$ cat src/rtl/alu_simd_pkg.sv
// Shared opcode, lane-mode and inversion encodings for the SIMD ALU pipeline.
package alu_simd_pkg;

   localparam logic [3:0] ALU_ADD     = 4'b0000;
   localparam logic [3:0] ALU_NZ_ADD  = 4'b0001;
   localparam logic [3:0] ALU_N_ADD   = 4'b0010;
   localparam logic [3:0] ALU_SUB     = 4'b0011;
   localparam logic [3:0] ALU_XOR_A   = 4'b0100;
   localparam logic [3:0] ALU_XNOR_A  = 4'b0101;
   localparam logic [3:0] ALU_XNOR_B  = 4'b0110;
   localparam logic [3:0] ALU_XOR_B   = 4'b0111;
   localparam logic [3:0] ALU_AND     = 4'b1100;
   localparam logic [3:0] ALU_ANDN    = 4'b1101;
   localparam logic [3:0] ALU_NAND    = 4'b1110;
   localparam logic [3:0] ALU_NX_OR   = 4'b1111;

   localparam logic [1:0] OPM_INV = 2'b10;

   typedef enum logic [1:0] {
      SIMD_ONE  = 2'b00,
      SIMD_TWO  = 2'b01,
      SIMD_FOUR = 2'b10
   } simd_e;

   function automatic simd_e simd_decode(input logic [1:0] s);
      simd_e m;
      case (s)
         2'b01:   m = SIMD_TWO;
         2'b10:   m = SIMD_FOUR;
         default: m = SIMD_ONE;
      endcase
      return m;
   endfunction

endpackage

$ cat src/rtl/alu_simd_lane.sv
// One quarter-width arithmetic lane; carry_o is the 2-bit overflow above LW
// so lanes can be chained exactly into wider three-operand adds.
module alu_simd_lane #(
   parameter int LW = 12
) (
   input  logic [LW-1:0] x_i,
   input  logic [LW-1:0] y_i,
   input  logic [LW-1:0] z_i,
   input  logic [1:0]    cin_i,
   input  logic [1:0]    op_i,
   output logic [LW-1:0] res_o,
   output logic [1:0]    carry_o
);

   logic [LW-1:0] zz;
   logic [LW+1:0] sum;

   // op_i[0] negates z before the add, op_i[1] inverts the sum after it
   assign zz      = op_i[0] ? ~z_i : z_i;
   assign sum     = {2'b00, zz} + {2'b00, x_i} + {2'b00, y_i}
                  + {{LW{1'b0}}, cin_i};
   assign res_o   = op_i[1] ? ~sum[LW-1:0] : sum[LW-1:0];
   assign carry_o = sum[LW+1:LW];

endmodule

$ cat src/rtl/alu_simd_pipe.sv
// Two-stage SIMD ALU: S1 captures operands and modes, S2 computes into P
// with accumulate feedback, lane carry-outs and pattern detect.
module alu_simd_pipe
   import alu_simd_pkg::*;
#(
   parameter int               WIDTH   = 48,
   parameter logic [WIDTH-1:0] PATTERN = '0,
   parameter logic [WIDTH-1:0] MASK    = '1
) (
   input  logic             CLK,
   input  logic             RST,
   input  logic             CE,
   input  logic             CLR_P,
   input  logic             IN_VALID,
   input  logic [3:0]       ALU_CTRL,
   input  logic [1:0]       OP_MODE,
   input  logic [1:0]       USE_SIMD,
   input  logic             ZSEL,
   input  logic             CIN,
   input  logic [WIDTH-1:0] X,
   input  logic [WIDTH-1:0] Y,
   input  logic [WIDTH-1:0] Z,
   output logic [WIDTH-1:0] P,
   output logic [3:0]       COUT,
   output logic             PATTERN_DETECT,
   output logic             OUT_VALID
);

   localparam int QW = WIDTH / 4;

   logic [WIDTH-1:0] s1_x_q, s1_y_q, s1_z_q;
   logic [3:0]       s1_ctrl_q;
   logic [1:0]       s1_opm_q, s1_simd_q;
   logic             s1_cin_q, s1_zsel_q, s1_valid_q;

   logic [WIDTH-1:0] p_q, p_d;
   logic [3:0]       cout_q, cout_d;
   logic             pd_q, pd_d;
   logic             ov_q;

   always_ff @(posedge CLK or posedge RST) begin
      if (RST) begin
         s1_x_q     <= '0;
         s1_y_q     <= '0;
         s1_z_q     <= '0;
         s1_ctrl_q  <= '0;
         s1_opm_q   <= '0;
         s1_simd_q  <= '0;
         s1_cin_q   <= 1'b0;
         s1_zsel_q  <= 1'b0;
         s1_valid_q <= 1'b0;
      end else if (CE) begin
         s1_x_q     <= X;
         s1_y_q     <= Y;
         s1_z_q     <= Z;
         s1_ctrl_q  <= ALU_CTRL;
         s1_opm_q   <= OP_MODE;
         s1_simd_q  <= USE_SIMD;
         s1_cin_q   <= CIN;
         s1_zsel_q  <= ZSEL;
         s1_valid_q <= IN_VALID;
      end
   end

   simd_e            mode;
   logic [WIDTH-1:0] z_eff;
   logic             inv;

   assign mode  = simd_decode(s1_simd_q);
   assign z_eff = s1_zsel_q ? p_q : s1_z_q;
   assign inv   = (s1_opm_q == OPM_INV);

   logic [1:0]    cin0, cin1, cin2, cin3;
   logic [1:0]    k0, k1, k2, k3;
   logic [QW-1:0] r0, r1, r2, r3;

   // carries cross a quarter boundary only inside a wider active lane
   assign cin0 = {1'b0, s1_cin_q};
   assign cin1 = (mode == SIMD_FOUR) ? 2'b00 : k0;
   assign cin2 = (mode == SIMD_ONE)  ? k1    : 2'b00;
   assign cin3 = (mode == SIMD_FOUR) ? 2'b00 : k2;

   alu_simd_lane #(.LW(QW)) u_lane0 (
      .x_i(s1_x_q[0*QW +: QW]), .y_i(s1_y_q[0*QW +: QW]),
      .z_i(z_eff[0*QW +: QW]), .cin_i(cin0), .op_i(s1_ctrl_q[1:0]),
      .res_o(r0), .carry_o(k0)
   );
   alu_simd_lane #(.LW(QW)) u_lane1 (
      .x_i(s1_x_q[1*QW +: QW]), .y_i(s1_y_q[1*QW +: QW]),
      .z_i(z_eff[1*QW +: QW]), .cin_i(cin1), .op_i(s1_ctrl_q[1:0]),
      .res_o(r1), .carry_o(k1)
   );
   alu_simd_lane #(.LW(QW)) u_lane2 (
      .x_i(s1_x_q[2*QW +: QW]), .y_i(s1_y_q[2*QW +: QW]),
      .z_i(z_eff[2*QW +: QW]), .cin_i(cin2), .op_i(s1_ctrl_q[1:0]),
      .res_o(r2), .carry_o(k2)
   );
   alu_simd_lane #(.LW(QW)) u_lane3 (
      .x_i(s1_x_q[3*QW +: QW]), .y_i(s1_y_q[3*QW +: QW]),
      .z_i(z_eff[3*QW +: QW]), .cin_i(cin3), .op_i(s1_ctrl_q[1:0]),
      .res_o(r3), .carry_o(k3)
   );

   logic unused_top_carry;
   assign unused_top_carry = k3[1];

   logic [WIDTH-1:0] arith;
   logic [3:0]       arith_cout;

   assign arith = {r3, r2, r1, r0};

   always_comb begin
      arith_cout = {k3[0], 3'b000};
      case (mode)
         SIMD_FOUR: arith_cout = {k3[0], k2[0], k1[0], k0[0]};
         SIMD_TWO:  arith_cout = {k3[0], 1'b0, k1[0], 1'b0};
         default:   arith_cout = {k3[0], 3'b000};
      endcase
   end

   always_comb begin
      p_d    = '0;
      cout_d = '0;
      case (s1_ctrl_q)
         ALU_ADD, ALU_NZ_ADD, ALU_N_ADD, ALU_SUB: begin
            p_d    = arith;
            cout_d = arith_cout;
         end
         ALU_XOR_A, ALU_XOR_B:
            p_d = inv ? ~(s1_x_q ^ z_eff) : (s1_x_q ^ z_eff);
         ALU_XNOR_A, ALU_XNOR_B:
            p_d = inv ? (s1_x_q ^ z_eff) : ~(s1_x_q ^ z_eff);
         ALU_AND:
            p_d = inv ? (s1_x_q | z_eff) : (s1_x_q & z_eff);
         ALU_ANDN:
            p_d = inv ? (s1_x_q | ~z_eff) : (s1_x_q & ~z_eff);
         ALU_NAND:
            p_d = inv ? ~(s1_x_q | z_eff) : ~(s1_x_q & z_eff);
         ALU_NX_OR:
            p_d = inv ? (~s1_x_q & z_eff) : (~s1_x_q | z_eff);
         default: begin
            p_d    = '0;
            cout_d = '0;
         end
      endcase
   end

   assign pd_d = ~|((p_d ^ PATTERN) & ~MASK);

   always_ff @(posedge CLK or posedge RST) begin
      if (RST) begin
         p_q    <= '0;
         cout_q <= '0;
         pd_q   <= 1'b0;
         ov_q   <= 1'b0;
      end else if (CLR_P) begin
         p_q    <= '0;
         cout_q <= '0;
         pd_q   <= 1'b0;
         ov_q   <= 1'b0;
      end else if (CE) begin
         if (s1_valid_q) begin
            p_q    <= p_d;
            cout_q <= cout_d;
            pd_q   <= pd_d;
         end
         ov_q <= s1_valid_q;
      end
   end

   assign P              = p_q;
   assign COUT           = cout_q;
   assign PATTERN_DETECT = pd_q;
   assign OUT_VALID      = ov_q;

endmodule

$ cat config.mk
export PLATFORM = sky130hd
export DESIGN_NAME = alu_simd_pipe
export DESIGN_NICKNAME = d
export VERILOG_FILES = /design/src/rtl/alu_simd_pkg.sv /design/src/rtl/alu_simd_lane.sv /design/src/rtl/alu_simd_pipe.sv
export SDC_FILE = /design/constraint.sdc
export NUM_CORES = 1
export LEC_CHECK = 0
export BUFFER_PORTS_ARGS = -buffer_cell sky130_fd_sc_hd__clkbuf_2
export CELL_PAD_IN_SITES_DETAIL_PLACEMENT = 2
export CELL_PAD_IN_SITES_GLOBAL_PLACEMENT = 2
export CORE_ASPECT_RATIO = 0.7
export CORE_MARGIN = 5
export CORE_UTILIZATION = 34
export CTS_CLUSTER_SIZE = 14
export DETAILED_ROUTE_END_ITERATION = 6
export GPL_TIMING_DRIVEN = 0
export PLACE_DENSITY = 0.76
export SLEW_MARGIN = 0
export SYNTH_ARGS = -nofsm -noshare
export SYNTH_HDL_FRONTEND = slang
export SYNTH_SLANG_ARGS = --single-unit
$ cat constraint.sdc
create_clock -name CLK -period 10.2 [get_ports CLK]
set_input_delay 2.04 -clock CLK [delete_from_list [all_inputs] [get_ports CLK]]
set_output_delay 2.04 -clock CLK [all_outputs]
set_load 0.05 [all_outputs]
==> out/results.md <==
### Route
- 17297 — via total after detailed routing
- 8 — post-detailed-route DRC marker count
- 1324 — violation count after the first detailed-routing iteration
- 7 — number of optimization iterations in the first detailed-route pass
- 88.5 mm — final wirelength
- 5.57 — DR vias/cell
- 28.5 µm — WL per Instance
- 0 — Detail Route Antenna Nets

### Setup path
- reg2reg — type of the worst setup path
- adder cells — dominant delay contributor by cell family on the critical path
- flop — crit path capture type
- -0.69 ns — Reg2Reg Setup Slack
- 0.57 ns — Crit path largest cell delay
- 10.72 ns — Crit path required time
- 5 — number of buffer and inverter instances along the worst setup path
- 4 — highest fanout seen on the critical path
- flop — element type at the critical path start
- 11.40 ns — crit path DAT
- sky130_fd_sc_hd__fa_2 — cell repeated most along the worst path
- sky130_fd_sc_hd__fa_2 — library cell contributing the largest single delay on the critical path

### Yosys
- sky130_fd_sc_hd__dfrtp_1 (28%), sky130_fd_sc_hd__ha_1 (20%), sky130_fd_sc_hd__xnor2_1 (9.3%) — Area contributors post-synth
- sky130_fd_sc_hd__dfrtp_1 — top_reg_cell synth
- 2040 — number of standard cells after synthesis
- 1.00 — share of flip-flops with an asynchronous set or reset after synthesis
- sky130_fd_sc_hd__dfrtp_1 — library cell with the largest summed area after synthesis
- 2532 — syn_nets
- 0.276 — area share of the largest cell type after synthesis
- 9.28 µm² — post-synthesis area per instance
- 0.276 — sequential fraction of the synthesis area
- 0 — Synthesis Warnings
- 0 — EDFF count, synth
- 209 — number of register bits inferred by synthesis
- 18900 µm² — summed instance area of the synthesized netlist
- 61 — number of different library cells in the post-synthesis netlist

### Finish
- 22.5% — area growth from synthesis to layout
- 2841 — Final nets
- sky130_fd_sc_hd__ha_1 — most common library cell in the layout ignoring fill and taps
- 23200 µm² — Non-Filler Cell Area, Final
- sky130_fd_sc_hd__ha_1 (300), sky130_fd_sc_hd__clkbuf_2 (211), sky130_fd_sc_hd__dfrtp_1 (208) — most frequent cells in the layout
- 0.236 — share of post-route cells with drive strength above 1

### Timing
- 0 — final count of pins violating max slew
- 91.9 MHz — maximum clock frequency
- 0 — number of endpoints with negative hold slack in the final report
- 0.122 — remaining max-slew budget at the tightest pin
- 0.0147 ns — Final Skew
- -0.686 ns — post-route worst setup slack
- 10.89 ns — clock period minus final worst setup slack
- 0.509 ns — Worst Hold Slack
- 12 — Final setup viols
- true — RSZ-0062 raised after global routing
- 1.31 ns — transition at the pin with the smallest max-transition slack
- 1.07 — share of the cycle needed by the critical path after routing

### Global route
- 0 — initial antenna violation count
- 0 — total gr overflow
- 127 mm — wire length of the first global-routing pass
- 0.277 — overall routing resource usage
- 19104 — number of global-route vias before repair
- 111 — largest net degree at the start of global routing

### Power and ir drop
- 0.131 mV — Worst IR Drop VDD
- 11.0 nW — leakage power summed over all cells
- 271 nW/µm² — power density relative to cell area

### Clocking
- 3 — maximum buffer depth of the clock tree
- done — CTS tree
- 27 — Num CTS Buffers
- 1 — htree depth
- 0.06 ns — clock input transition at the sequential cells of the worst setup and hold paths
- 209 — total number of clock tree sinks
- sky130_fd_sc_hd__clkbuf_16 — root buffer cell
- 0.59 ns — worst skew pair latency

### Floorplan
- 207 µm — overall die height
- 72 — number of placement rows
- 292 µm — die width
- 55200 µm² — standard cell core area
- 213 — io pins
- 0.343 — initial cell density of the core
- 60600 µm² — die area

### Place
- 21000 µm² — cell area after placement
- 63.1 mm — HPWL after detailed placement
- 211 — IO Port Bufs
- -2.59 ns — worst setup slack before clock tree synthesis
- 0.904 — routability cong.

### Run status
- DRC, setup timing — violations in the final reports
- finished, violations left — run status

### Job
- 0 — number of maximum-capacitance constraint violations

### Min path
- reg2reg — type of the most critical hold path

cell type report:
cell class | count | area, µm²
Antenna cell | 2 | 5.00
Buffer | 104 | 584
Clock buffer | 33 | 738
Clock inverter | 13 | 168
Fill cell | 5962 | 32000
Inverter | 166 | 631
Multi-Input combinational cell | 1558 | 13200
Sequential cell | 209 | 5230
Tap cell | 740 | 926
Timing Repair Buffer | 283 | 1690
metrics by stage:
step	std cells	utilization	setup TNS [ns]	power, W
after global placement	2991	0.380	-216.69	0.00414
after detailed placement	2992	0.381	-28.35	0.00431
after CTS	3094	0.412	-1.78	0.00580
after global routing	3106	0.420	-11.38	0.00661
after floorplan	2040	-	0	0.00341
final	3108	0.420	-6.30	0.00628
Yosys cell counts, types with 25 or more instances:
library cell and number:
sky130_fd_sc_hd__a211oi_1 53, sky130_fd_sc_hd__a21oi_1 109, sky130_fd_sc_hd__buf_2 32, sky130_fd_sc_hd__clkbuf_1 57, sky130_fd_sc_hd__dfrtp_1 209, sky130_fd_sc_hd__fa_1 25, sky130_fd_sc_hd__ha_1 308, sky130_fd_sc_hd__inv_1 164
sky130_fd_sc_hd__mux2_2 96, sky130_fd_sc_hd__mux2i_1 56, sky130_fd_sc_hd__nand2_1 172, sky130_fd_sc_hd__nor2_1 100, sky130_fd_sc_hd__o21ai_0 181, sky130_fd_sc_hd__xnor2_1 202, sky130_fd_sc_hd__xor2_1 47
flip-flops by register name (all words and copies together) (netlist names):
name	count
s1_simd_q	2
s1_opm_q	2
P	48
s1_x_q	48
s1_y_q	48
s1_ctrl_q	4
PATTERN_DETECT	1
s1_z_q	48
s1_cin_q	1
s1_zsel_q	1
COUT	4
s1_valid_q	1
OUT_VALID	1
worst reg2reg max path: cells and delay by family, from the launching register on:
| kind | cells | cell delay, ns |
|---|---|---|
| AND/OR/NAND/NOR | 5 | 0.73 |
| AO/OA/AOI/OAI | 20 | 3.48 |
| buffers and inverters | 5 | 0.62 |
| adder cells (fa/ha/maj) | 12 | 4.11 |
| flip-flops | 1 | 0.44 |
| XOR/XNOR | 5 | 0.80 |
| multiplexers | 2 | 0.61 |
where the power goes:
part | total (W) | leakage [nW] | internal (W) | switching [W]
registers | 0.00104 | 2.58 | 0.000924 | 0.000114
clock network | 0.00105 | 0.452 | 0.000609 | 0.000439
logic | 0.00419 | 7.97 | 0.00185 | 0.00234
path summary, 6_finish.rpt:
kind                             from         end  cells after the start
setup / recovery            s1_zsel_q       P[39]                     49
hold / removal             s1_z_q[13]  s1_z_q[13]                      1
setup reg to reg            s1_zsel_q       P[39]                     49
hold reg to reg            s1_z_q[13]  s1_z_q[13]                      1
max in group asynchronous         RST   s1_y_q[1]                      3
min in group asynchronous         RST  s1_z_q[41]                      2
metal layers:
metal / global-route usage / share of wire / up-vias
met2: 0.450 / 0.46 / 596
met1: 0.376 / 0.44 / 8953
met5: 0 / 0 / -
li1: - / - / 7603
met4: 0.0847 / 0.032 / 0
met3: 0.0532 / 0.068 / 145
cell families (layout without fill, tap and decap cells):
kind of cell,count (synthesis),in the layout,share of synthesized area
compound gates,490,490,0.159
mux,153,153,0.0879
flops,209,209,0.276
buf+inv,273,599,0.0568
other cells,0,2,0
xor+xnor,251,251,0.117
simple gates,331,331,0.0724
fa+ha+maj,333,333,0.230
timing repair:
item / in CTS / in global routing
resized for setup: 107 / 52
endpoints found under the setup margin: 13 / 13
hold buffers: 0 / 0
pin swaps: 53 / 62
buffers inserted: 59 / 15
Power figures use the tool's default switching activity.
